## config.mk

```make
export PLATFORM = sky130hd
export DESIGN_NAME = ssd_mux_driver
export DESIGN_NICKNAME = d
export VERILOG_FILES = /design/src/rtl/ssd_mux_driver.sv
export SDC_FILE = /design/constraint.sdc
export NUM_CORES = 1
export LEC_CHECK = 0
export BUFFER_PORTS_ARGS = -buffer_cell sky130_fd_sc_hd__buf_2
export CAP_MARGIN = 10
export CORE_UTILIZATION = 55
export CTS_CLUSTER_SIZE = 24
export DETAILED_ROUTE_END_ITERATION = 10
export PLACE_DENSITY = 0.77
export SYNTH_ARGS = -nofsm -noshare
export SYNTH_HDL_FRONTEND = slang
export SYNTH_SLANG_ARGS = --single-unit
```

## constraint.sdc

```tcl
create_clock -name clk -period 3.95 [get_ports clk]
set_input_delay 0.5925 -clock clk [delete_from_list [all_inputs] [get_ports clk]]
set_output_delay 0.5925 -clock clk [all_outputs]
set_load 0.01 [all_outputs]
```

## src/rtl/ssd_mux_driver.sv

```systemverilog
// Time-multiplexed common-anode seven-segment driver with per-frame snapshots and anti-ghost blanking.
// Optional SSD_LEADING_ZERO_BLANK_EN: blank segments of leading-zero digits above the top nonzero nibble.
module ssd_mux_driver #(
    parameter int DIGITS       = 4,
    parameter int REFRESH_DIV  = 100000,
    parameter int BLANK_CYCLES = 16
) (
    input  logic                  clk,
    input  logic                  clr,
    input  logic [4*DIGITS-1:0]   x,
    input  logic [DIGITS-1:0]     dp_in,
    input  logic [DIGITS-1:0]     en,
    output logic [6:0]            a_to_g,
    output logic [DIGITS-1:0]     an,
    output logic                  dp,
    output logic                  frame_tick
);
    localparam int PW = $clog2(REFRESH_DIV);
    localparam int IW = (DIGITS > 1) ? $clog2(DIGITS) : 1;
    localparam logic [PW-1:0] PRE_MAX   = PW'(REFRESH_DIV - 1);
    localparam logic [PW-1:0] BLANK_END = PW'(BLANK_CYCLES);
    localparam logic [IW-1:0] IDX_MAX   = IW'(DIGITS - 1);

    logic [PW-1:0]       prescaler_q, prescaler_d;
    logic [IW-1:0]       idx_q, idx_d;
    logic [4*DIGITS-1:0] x_snap_q, x_snap_d;
    logic [DIGITS-1:0]   dp_snap_q, dp_snap_d;
    logic [DIGITS-1:0]   en_snap_q, en_snap_d;
    logic [6:0]          a_to_g_q, a_to_g_d;
    logic [DIGITS-1:0]   an_q, an_d;
    logic                dp_q, dp_d;
    logic                frame_tick_q, frame_tick_d;

    logic                tick, wrap, show, zero_blank;
    logic [3:0]          cur_nib;
    logic                cur_en, cur_dp;
`ifdef SSD_LEADING_ZERO_BLANK_EN
    logic [IW-1:0]       msnz;
`endif

    function automatic logic [6:0] hex_glyph(input logic [3:0] n);
        case (n)
            4'h0: hex_glyph = 7'b1000000;
            4'h1: hex_glyph = 7'b1111001;
            4'h2: hex_glyph = 7'b0100100;
            4'h3: hex_glyph = 7'b0110000;
            4'h4: hex_glyph = 7'b0011001;
            4'h5: hex_glyph = 7'b0010010;
            4'h6: hex_glyph = 7'b0000010;
            4'h7: hex_glyph = 7'b1111000;
            4'h8: hex_glyph = 7'b0000000;
            4'h9: hex_glyph = 7'b0010000;
            4'hA: hex_glyph = 7'b0001000;
            4'hB: hex_glyph = 7'b0000011;
            4'hC: hex_glyph = 7'b1000110;
            4'hD: hex_glyph = 7'b0100001;
            4'hE: hex_glyph = 7'b0000110;
            default: hex_glyph = 7'b0001110;
        endcase
    endfunction

    always_comb begin
        tick         = (prescaler_q == PRE_MAX);
        wrap         = tick && (idx_q == IDX_MAX);
        prescaler_d  = tick ? '0 : prescaler_q + PW'(1);
        idx_d        = idx_q;
        if (tick) begin
            idx_d = (idx_q == IDX_MAX) ? '0 : idx_q + IW'(1);
        end
        // Snapshot only at the frame boundary so every digit of a frame agrees.
        x_snap_d     = wrap ? x     : x_snap_q;
        dp_snap_d    = wrap ? dp_in : dp_snap_q;
        en_snap_d    = wrap ? en    : en_snap_q;
        frame_tick_d = wrap;

        cur_nib = '0;
        cur_en  = 1'b0;
        cur_dp  = 1'b0;
        for (int i = 0; i < DIGITS; i++) begin
            if (idx_q == IW'(i)) begin
                cur_nib = x_snap_q[4*i +: 4];
                cur_en  = en_snap_q[i];
                cur_dp  = dp_snap_q[i];
            end
        end

        zero_blank = 1'b0;
`ifdef SSD_LEADING_ZERO_BLANK_EN
        msnz = '0;
        for (int i = 0; i < DIGITS; i++) begin
            if (x_snap_q[4*i +: 4] != 4'h0) msnz = IW'(i);
        end
        zero_blank = (idx_q > msnz);
`endif

        // Anodes stay off for the first BLANK_CYCLES of every slot to avoid ghosting.
        show = (prescaler_q >= BLANK_END) && cur_en;
        an_d = '1;
        for (int i = 0; i < DIGITS; i++) begin
            an_d[i] = !(show && (idx_q == IW'(i)));
        end
        a_to_g_d = (show && !zero_blank) ? hex_glyph(cur_nib) : 7'h7F;
        dp_d     = show ? ~cur_dp : 1'b1;
    end

    always_ff @(posedge clk or posedge clr) begin
        if (clr) begin
            prescaler_q  <= '0;
            idx_q        <= '0;
            x_snap_q     <= '0;
            dp_snap_q    <= '0;
            en_snap_q    <= '0;
            a_to_g_q     <= 7'h7F;
            an_q         <= '1;
            dp_q         <= 1'b1;
            frame_tick_q <= 1'b0;
        end else begin
            prescaler_q  <= prescaler_d;
            idx_q        <= idx_d;
            x_snap_q     <= x_snap_d;
            dp_snap_q    <= dp_snap_d;
            en_snap_q    <= en_snap_d;
            a_to_g_q     <= a_to_g_d;
            an_q         <= an_d;
            dp_q         <= dp_d;
            frame_tick_q <= frame_tick_d;
        end
    end

    assign a_to_g     = a_to_g_q;
    assign an         = an_q;
    assign dp         = dp_q;
    assign frame_tick = frame_tick_q;

endmodule

```

[Yosys cells after proc, flatten, opt, wreduce, memory -nomap -nowiden]
Memories as Yosys holds them, arrays and structs flattened.
Cells that the tools add are included.
Storage, ports and cells
  register bits: 56
  bits in read-only memories: 112
  input bits: 26
  memories kept: 1
Memories
  (name not given): words 16, width 7, read ports 1, clocked after memory_dff 0, write ports 0, line 42  | case (n)
Cells by class
  add/subtract/negate cells: 2
  $lt $le $gt $ge: 1
  equal/unequal tests: 4
  multiplexer cells: 16
  bitwise gates (word level): 1
  reductions and logical operators: 11
Operator list (number)
  $add 17x1->17 const B: 1
  $eq 17x17->1 const B: 1
  $ge 17x5->1 const B: 1
  $mux 17: 1
  $mux 4: 4
  $mux 1: 9
  $mux 7: 1
  $logic_and 1x1->1: 6
  $eq 2x2->1 const B: 2
  $logic_not 1->1: 4
  $add 2x1->2 const B: 1
  $eq 2x1->1 const B: 1
  $logic_not 2->1: 1
  $mux 2: 1
  $not 1->1: 1

[Longest topological paths before layout]
Gate-level depths: netlist (run 1).
  word-level depth: 8
  mapped depth: 11
  depth with buffers taken out: 10

[Worst setup path before layout (run 1)]
No wires, ideal clock.
  path type: reg2reg
  start: reg idx_q[0]
  end: reg a_to_g_q[1], in the netlist a_to_g[1]
  library setup time: 0.111 ns
  arrival: 2.080 ns
  required time: 3.839 ns
  path slack: 1.759 ns
  cell stages (with the launch flop): 11
  buffers on the path: 1
  path through: dfrtp_1 ha_1 buf_4 inv_1 o22ai_1 a31oi_1 inv_1 ha_1 nor2_1 a211o_1 o311ai_0
On the way
  cells in the longest elaborated chain, start to end: 7
  elaborated cells between the ends (all ways): 15
  classes of those cells: eq/ne: 3; mux: 9; reduce/logical: 2; memory: 1
Ends and longest elaborated chain
  start: declaration: line 25  | logic [IW-1:0] idx_q, idx_d;
  start signal: assignment: line 119  | idx_q <= idx_d;
  $logic_not 2->1: line 80  | if (idx_q == IW'(i)) begin
  $mux 4 / $mux 1 (equally long branches) (4 in a row): line 80
  $mem_v2 16x7 / $logic_and 1x1->1 (equally long branches)
  $mux 7 (*): line 102  | a_to_g_d = (show && !zero_blank) ? hex_glyph(cur_nib) : 7'h7F;
  named net a_to_g_d[1]: line 29  | logic [6:0] a_to_g_q, a_to_g_d;
  end signal: assignment: line 123  | a_to_g_q <= a_to_g_d;
  end: declaration: line 29
Mark *: on every way through the listed nets, which the timed path passes. The rest lies on a longest branch.
A chain may end at the register's enable or synchronous reset.

[Worst setup path after layout (run 1)]
Ends and elaborated chain as after synthesis.

==> flow_metrics.env, run 1 <==
export IMPL_route_detailed_drc=2
export IMPL_crit_fanout=12
export IMPL_synth_distinct_cells=43
export IMPL_hp_class="input port to asynchronous set/reset pin"
export IMPL_grt_use_met2_pct=29.6
export IMPL_max_freq_mhz=395
export IMPL_port_buffers=38
export IMPL_root_buffer="clkbuf_8"
export IMPL_dp_cells=338
export IMPL_grt_pass1_wl_um=8150
export IMPL_htreeDepth=2
export IMPL_crit_required_ps=4150
export IMPL_fin_crit_ps=2530
export IMPL_place_area_sq_mm=0.00294
export IMPL_fillCellCount=377
export IMPL_skew_ps=13.0
export IMPL_violations="DRC"
export IMPL_p_leak_uw=0.00140
export IMPL_ys_seq_area_share_pct=52.5
export IMPL_io_pin_count=39
export IMPL_critPathCaptureType="flip-flop"
export IMPL_drive_above_1_share_pct=31.5
export IMPL_die_height_um=72.1
export IMPL_ys_warn_count=0
export IMPL_irDropWorstVdd_mv=0.199
export IMPL_slowest_delay_ps=420
export IMPL_grt_max_degree=36
export IMPL_tns_ps=0
export IMPL_critPathTopFamily="compound AO/OA/AOI/OAI gates"
export IMPL_yosys_top_cells_area="dfrtp_1 (41%), dfstp_2 (12%), mux2_2 (9.6%)"
export IMPL_clk_pin_slew_ps=90
export IMPL_row_count=25
export IMPL_vias=1852
export IMPL_synth_top_area_share_pct=40.8
export IMPL_status="finished, violations left"
export IMPL_gp_congestion=0.787
export IMPL_area_delta_synth_final_pct=13.0
export IMPL_layoutNonFillerInstCount=346
export IMPL_nNetsFinal=316
export IMPL_rsz0062_at_grt="false"
export IMPL_grt_use_met3_pct=4.31
export IMPL_worst_path_buf_inv=2
export IMPL_drtAntennaViolNets=0
export IMPL_initial_core_util_pct=57.2
export IMPL_finalCritPeriodShare_pct=64.2
export IMPL_use_met1_pct=30.3
export IMPL_antenna_found_initial=0
export IMPL_drt_total_wl_um=4830
export IMPL_cts_path_max_buffers=2
export IMPL_grt_pass1_vias=1683
export IMPL_postCtsSetupBuffers=0
export IMPL_cts_resized=0
export IMPL_yosys_area_top_type="dfrtp_1"
export IMPL_design_area_sq_mm=0.00305
export IMPL_cts_made_buffers=5
export IMPL_final_util_pct=64.6
export IMPL_cts_tree="built"
export IMPL_coreArea_sq_mm=0.00472
export IMPL_cp_start_kind="flip-flop"
export IMPL_cts_hold_buf=0
export IMPL_hold_viol_final=0
export IMPL_slew_headroom_pct=46.1
export IMPL_routedWlPerCell_um=14.0
export IMPL_grt_busiest_layer="met1"
export IMPL_synth_seq_cells=56
export IMPL_path_class="flip-flop to flip-flop"
export IMPL_dp_slack_ps=1480
export IMPL_hpwl_um=3540
export IMPL_rr_worst_depth=9
export IMPL_timing_max_cap_violations=0
export IMPL_syn_inst=239
export IMPL_crit_chain="ha_1, inv_1, o22ai_1, a31oi_1, inv_1, ha_1, nor2_1, a211o_1, o311ai_0"
export IMPL_fp_dieW_um=72.1
export IMPL_worst_pin_slew_ps=803
export IMPL_vias_per_cell=5.35
export IMPL_clk_latency_ps=320
export IMPL_postSynthAreaPerCell_sq_um=11.3
export IMPL_track_usage_pct=20.6
export IMPL_arrival_ps=2730
export IMPL_setup_violations_final=0
export IMPL_crit_cells=9
export IMPL_crit_path_top_delay_cell="dfrtp_1"
export IMPL_drt_iter0_markers=77
export IMPL_firstDrtPassIters=7
export IMPL_grt_remaining_overflow=0
export IMPL_drv_slew=0
export IMPL_die_area_sq_mm=0.00519
export IMPL_cts_sink_count=56
export IMPL_powerDensity_mw_per_mm2=317
export IMPL_final_setup_worst_slack_ps=1420
export IMPL_synth_nets=277
export IMPL_synth_area_sq_mm=0.00270
export IMPL_antennaDiodeCount=0
[sequential cells by signal, indices dropped and copies added (netlist names)]
register     cells
a_to_g           7
dp_snap_q        4
idx_q            2
dp               1
x_snap_q        16
en_snap_q        4
frame_tick       1
an               4
prescaler_q     17
[cells in the final DEF, fill, tap and decap left out, types with 2 or more instances in the layout]
master / instances
o21ai_0: 7
ha_1: 12
nor3b_1: 2
nand3b_1: 5
nor2_1: 16
a21oi_1: 6
a211oi_1: 2
or4_1: 2
nand2_1: 21
xor2_1: 6
o22ai_1: 2
buf_4: 3
nand4_1: 5
nor2b_1: 4
and2_1: 2
buf_2: 38
dfrtp_1: 44
nor3_1: 5
inv_1: 13
dfstp_2: 12
mux2_2: 23
o221ai_1: 4
clkbuf_8: 5
xnor2_1: 9
nand3_1: 10
[layer usage]
layer | vias up | wire [um]
met5 | - | 0
met4 | 0 | 99
met3 | 7 | 165
li1 | 912 | -
met1 | 895 | 2410
met2 | 38 | 2160
[worst paths after layout]
| kind | end | slack (ps) | start |
|---|---|---|---|
| worst max-delay path | a_to_g[1]$_DFF_PP1_ | 1420 | idx_q[0]$_DFFE_PP0N_ |
| worst max register to register | a_to_g[1]$_DFF_PP1_ | 1420 | idx_q[0]$_DFFE_PP0N_ |
| min in group clk | an[3]$_DFF_PP1_ | 480 | en_snap_q[3]$_DFFE_PP0P_ |
| max in group asynchronous | prescaler_q[15]$_DFF_PP0_ | 2830 | clr |
| worst min register to register | an[3]$_DFF_PP1_ | 480 | en_snap_q[3]$_DFFE_PP0P_ |
| worst min-delay path | prescaler_q[3]$_DFF_PP0_ | 380 | clr |
[metrics by stage]
| stage | hold WS [ps] | total power [uW] |
|---|---|---|
| finish | 379 | 967 |
| global route | 451 | 996 |
| CTS | 404 | 978 |
| detailed placement | 462 | 609 |
| global placement | 449 | 609 |
| floorplan | 409 | 593 |
[kinds of logic after synthesis]
kind of cell	count (synthesis)	share of synthesized area [%]
AO/OA/AOI/OAI	29	7.51
XOR/XNOR	15	4.87
adder cells (fa/ha/maj)	12	5.56
buffers and inverters	23	4.08
flip-flops	56	52.5
multiplexers	24	9.96
AND/OR/NAND/NOR	80	15.6
[where the power goes]
group / switching, uW / internal [uW]
registers: 0 / 574
clock network: 183 / 188
logic: 13.6 / 9.38
[synthesized netlist by cell type, drive strengths merged]
cell type   n
dfrtp      44
mux2       23
nand2      21
nor2       16
inv        14
dfstp      12
ha         12
nand3      10
xnor2       9
buf         7
o21ai       7
a21oi       6
xor2        6
nand3b      5
nand4       5
nor3        5
nor2b       4
o221ai      4
a211oi      2
and2        2
clkbuf      2
nor3b       2
nor4        2
o22ai       2
or4         2
a211o       1
a22oi       1
a311o       1
a311oi      1
a31oi       1
and3        1
and3b       1
and4        1
mux2i       1
nand2b      1
o2111a      1
o211ai      1
o311ai      1
or2         1
or3         1
[cell type report]
class,instances,area (sq um),area share [%]
tap,67,83.8,2.75
multi-input combinational,160,1170,38.5
clock buffer,5,68.8,2.26
sequential,56,1420,46.4
clock inverter,3,42.5,1.39
inverter,14,52.6,1.72
timing repair buffer,41,213,6.97
Note: power is estimated with default switching activity, not from simulation.
==> run 2: changes to the inputs <==
Settings changed: CORE_UTILIZATION 55 to 51, PLACE_DENSITY 0.77 to 0.75.
Clock period 3.95 ns to 2.1 ns, I/O delays scaled along.
==> flow_metrics.env, run 2 (synthesis results as in run 1) <==
export IMPL_irDropWorstVdd_mv=0.320
export IMPL_hold_viol_final=0
export IMPL_p_leak_uw=0.00151
export IMPL_largest_register_ffs=17
export IMPL_die_area_sq_mm=0.00559
export IMPL_max_freq_mhz=487
export IMPL_reg2reg_setup_slack_ps=50
export IMPL_hp_class="input port to asynchronous set/reset pin"
export IMPL_worst_pin_slew_ps=391
export IMPL_violations="DRC"
export IMPL_p_clk_share_pct=34.8
export IMPL_finalCritPeriodShare_pct=97.7
export IMPL_swShare_pct=21.0
export IMPL_arrival_ps=2280
export IMPL_layout_common_cells="dfrtp_1 (43), buf_2 (38), mux2_2 (23)"
export IMPL_crit_required_ps=2320
export IMPL_vias_per_cell=5.43
export IMPL_htreeDepth=2
export IMPL_tns_ps=0
export IMPL_coreArea_sq_mm=0.00511
export IMPL_status="finished, violations left"
export IMPL_clk_pin_slew_ps=90
export IMPL_layout_commonest_cell="dfrtp_1"
export IMPL_worstSetupEndpoint="a_to_g[3]$_DFF_PP1_"
export IMPL_slew_headroom_pct=73.9
export IMPL_grt_pass1_wl_um=8110
export IMPL_seqPwrFrac_pct=62.4
export IMPL_fin_total_pwr_uw=1730
export IMPL_cts_path_max_buffers=2
export IMPL_drt_total_wl_um=5360
export IMPL_skew_ps=4.04
export IMPL_routedWlPerCell_um=14.6
export IMPL_root_buffer="clkbuf_8"
export IMPL_drv_slew=0
export IMPL_clk_latency_ps=310
export IMPL_firstDrtPassIters=7
export IMPL_io_pin_count=39
export IMPL_track_usage_pct=19.6
export IMPL_die_height_um=74.8
export IMPL_fin_hold_ws_ps=33.9
export IMPL_final_setup_worst_slack_ps=48.0
export IMPL_setup_violations_final=0
export IMPL_grt_remaining_overflow=0
export IMPL_cts_sink_count=56
export IMPL_powerDensity_mw_per_mm2=517
export IMPL_cp_start_kind="flip-flop"
export IMPL_cts_made_buffers=5
export IMPL_initial_core_util_pct=52.9
export IMPL_critical_path_startpoint="idx_q[1]$_DFFE_PP0N_"
export IMPL_timing_max_cap_violations=0
export IMPL_fin_crit_ps=2050
export IMPL_area_delta_synth_final_pct=23.7
export IMPL_vias=1997
export IMPL_crit_fanout=6
export IMPL_antenna_found_initial=0
export IMPL_path_class="flip-flop to flip-flop"
export IMPL_r2r_end="a_to_g[3]$_DFF_PP1_"
export IMPL_rr_worst_depth=9
export IMPL_dp_slack_ps=0.0158
export IMPL_design_area_sq_mm=0.00334
export IMPL_rsz0062_at_grt="true"
export IMPL_port_buffers=38
export IMPL_nNetsFinal=335
export IMPL_critPathCaptureType="flip-flop"
export IMPL_place_area_sq_mm=0.00308
export IMPL_fillCellCount=406
export IMPL_fp_dieW_um=74.8
export IMPL_p_switching_uw=363
export IMPL_grt_max_degree=57
export IMPL_gp_congestion=0.863
export IMPL_cts_tree="built"
export IMPL_combPwrFrac_pct=2.8
export IMPL_route_detailed_drc=1
export IMPL_r2r_start="idx_q[1]$_DFFE_PP0N_"
export IMPL_grt_pass1_vias=1734
export IMPL_largest_register="prescaler_q"
export IMPL_hpwl_um=3620
export IMPL_row_count=26
export IMPL_drive_above_1_share_pct=42.6
export IMPL_drtAntennaViolNets=0
export IMPL_drt_iter0_markers=122
export IMPL_antennaDiodeCount=0
export IMPL_p_int_uw=1360
run 2: repair_timing:
| item | 4_1_cts | 5_1_grt |
|---|---|---|
| endpoints found under the setup margin | 5 | 30 |
| gates resized for setup | 3 | 33 |
| pin swaps | 0 | 6 |
| hold buffers | 0 | 0 |
| setup buffers | 0 | 5 |
run 2: final cells by class:
cell class	count	area (sq um)	share of cell area (%)
flip-flops and latches	56	1420	42.4
multi-input cells	160	1310	39.1
repair buffers	60	384	11.5
well taps	70	87.6	2.62
clock buffers	7	86.3	2.58
inverters	14	55.1	1.65
clock inverters	1	3.75	0.112
run 2: how the worst min path moves through the flow:
stage | startpoint | endpoint | cells past startpoint
2_1_floorplan | en_snap_q[3]$_DFFE_PP0P_ | an[3]$_DFF_PP1_ | 1
3_3_place_gp | clr | prescaler_q[11]$_DFF_PP0_ | 3
3_5_place_dp | clr | prescaler_q[8]$_DFF_PP0_ | 3
4_1_cts | clr | prescaler_q[13]$_DFF_PP0_ | 3
5_1_grt | clr | frame_tick$_DFF_PP0_ | 3
6_report | clr | frame_tick$_DFF_PP0_ | 3
run 2: metal layers:
layer	part of all wire (%)	wire length [um]	vias to the layer above	GRT usage (%)
met5	0	0	-	0
met4	1.7	90	0	6.92
met3	3.8	206	8	4.42
met2	48	2560	58	30.9
met1	47	2500	978	26.7
li1	-	-	953	-
run 2: per-stage QoR:
step                utilization (%)  std cells
floorplan                         -        239
global placement               60.3        355
detailed placement             60.3        355
CTS                            62.2        363
global route                   65.4        368
finish                         65.4        368
run 2: power by group through the flow:
stage	Sequential, uW	Clock (uW)	Combinational, uW
floorplan	1100	0	15.9
finish	1080	601	48.1
detailed placement	1100	0	50.2
CTS	1080	609	50.4
global placement	1100	0	49.5
global route	1080	643	55.0
run 2: critical path, stage by stage, from the launching register on:
cell and delay (ps):
dfrtp_1 420, buf_4 160, ha_4 180, buf_4 160, nor2b_1 130, a311o_1 350, buf_6 160, buf_4 130
a211oi_2 180, o21ai_1 100
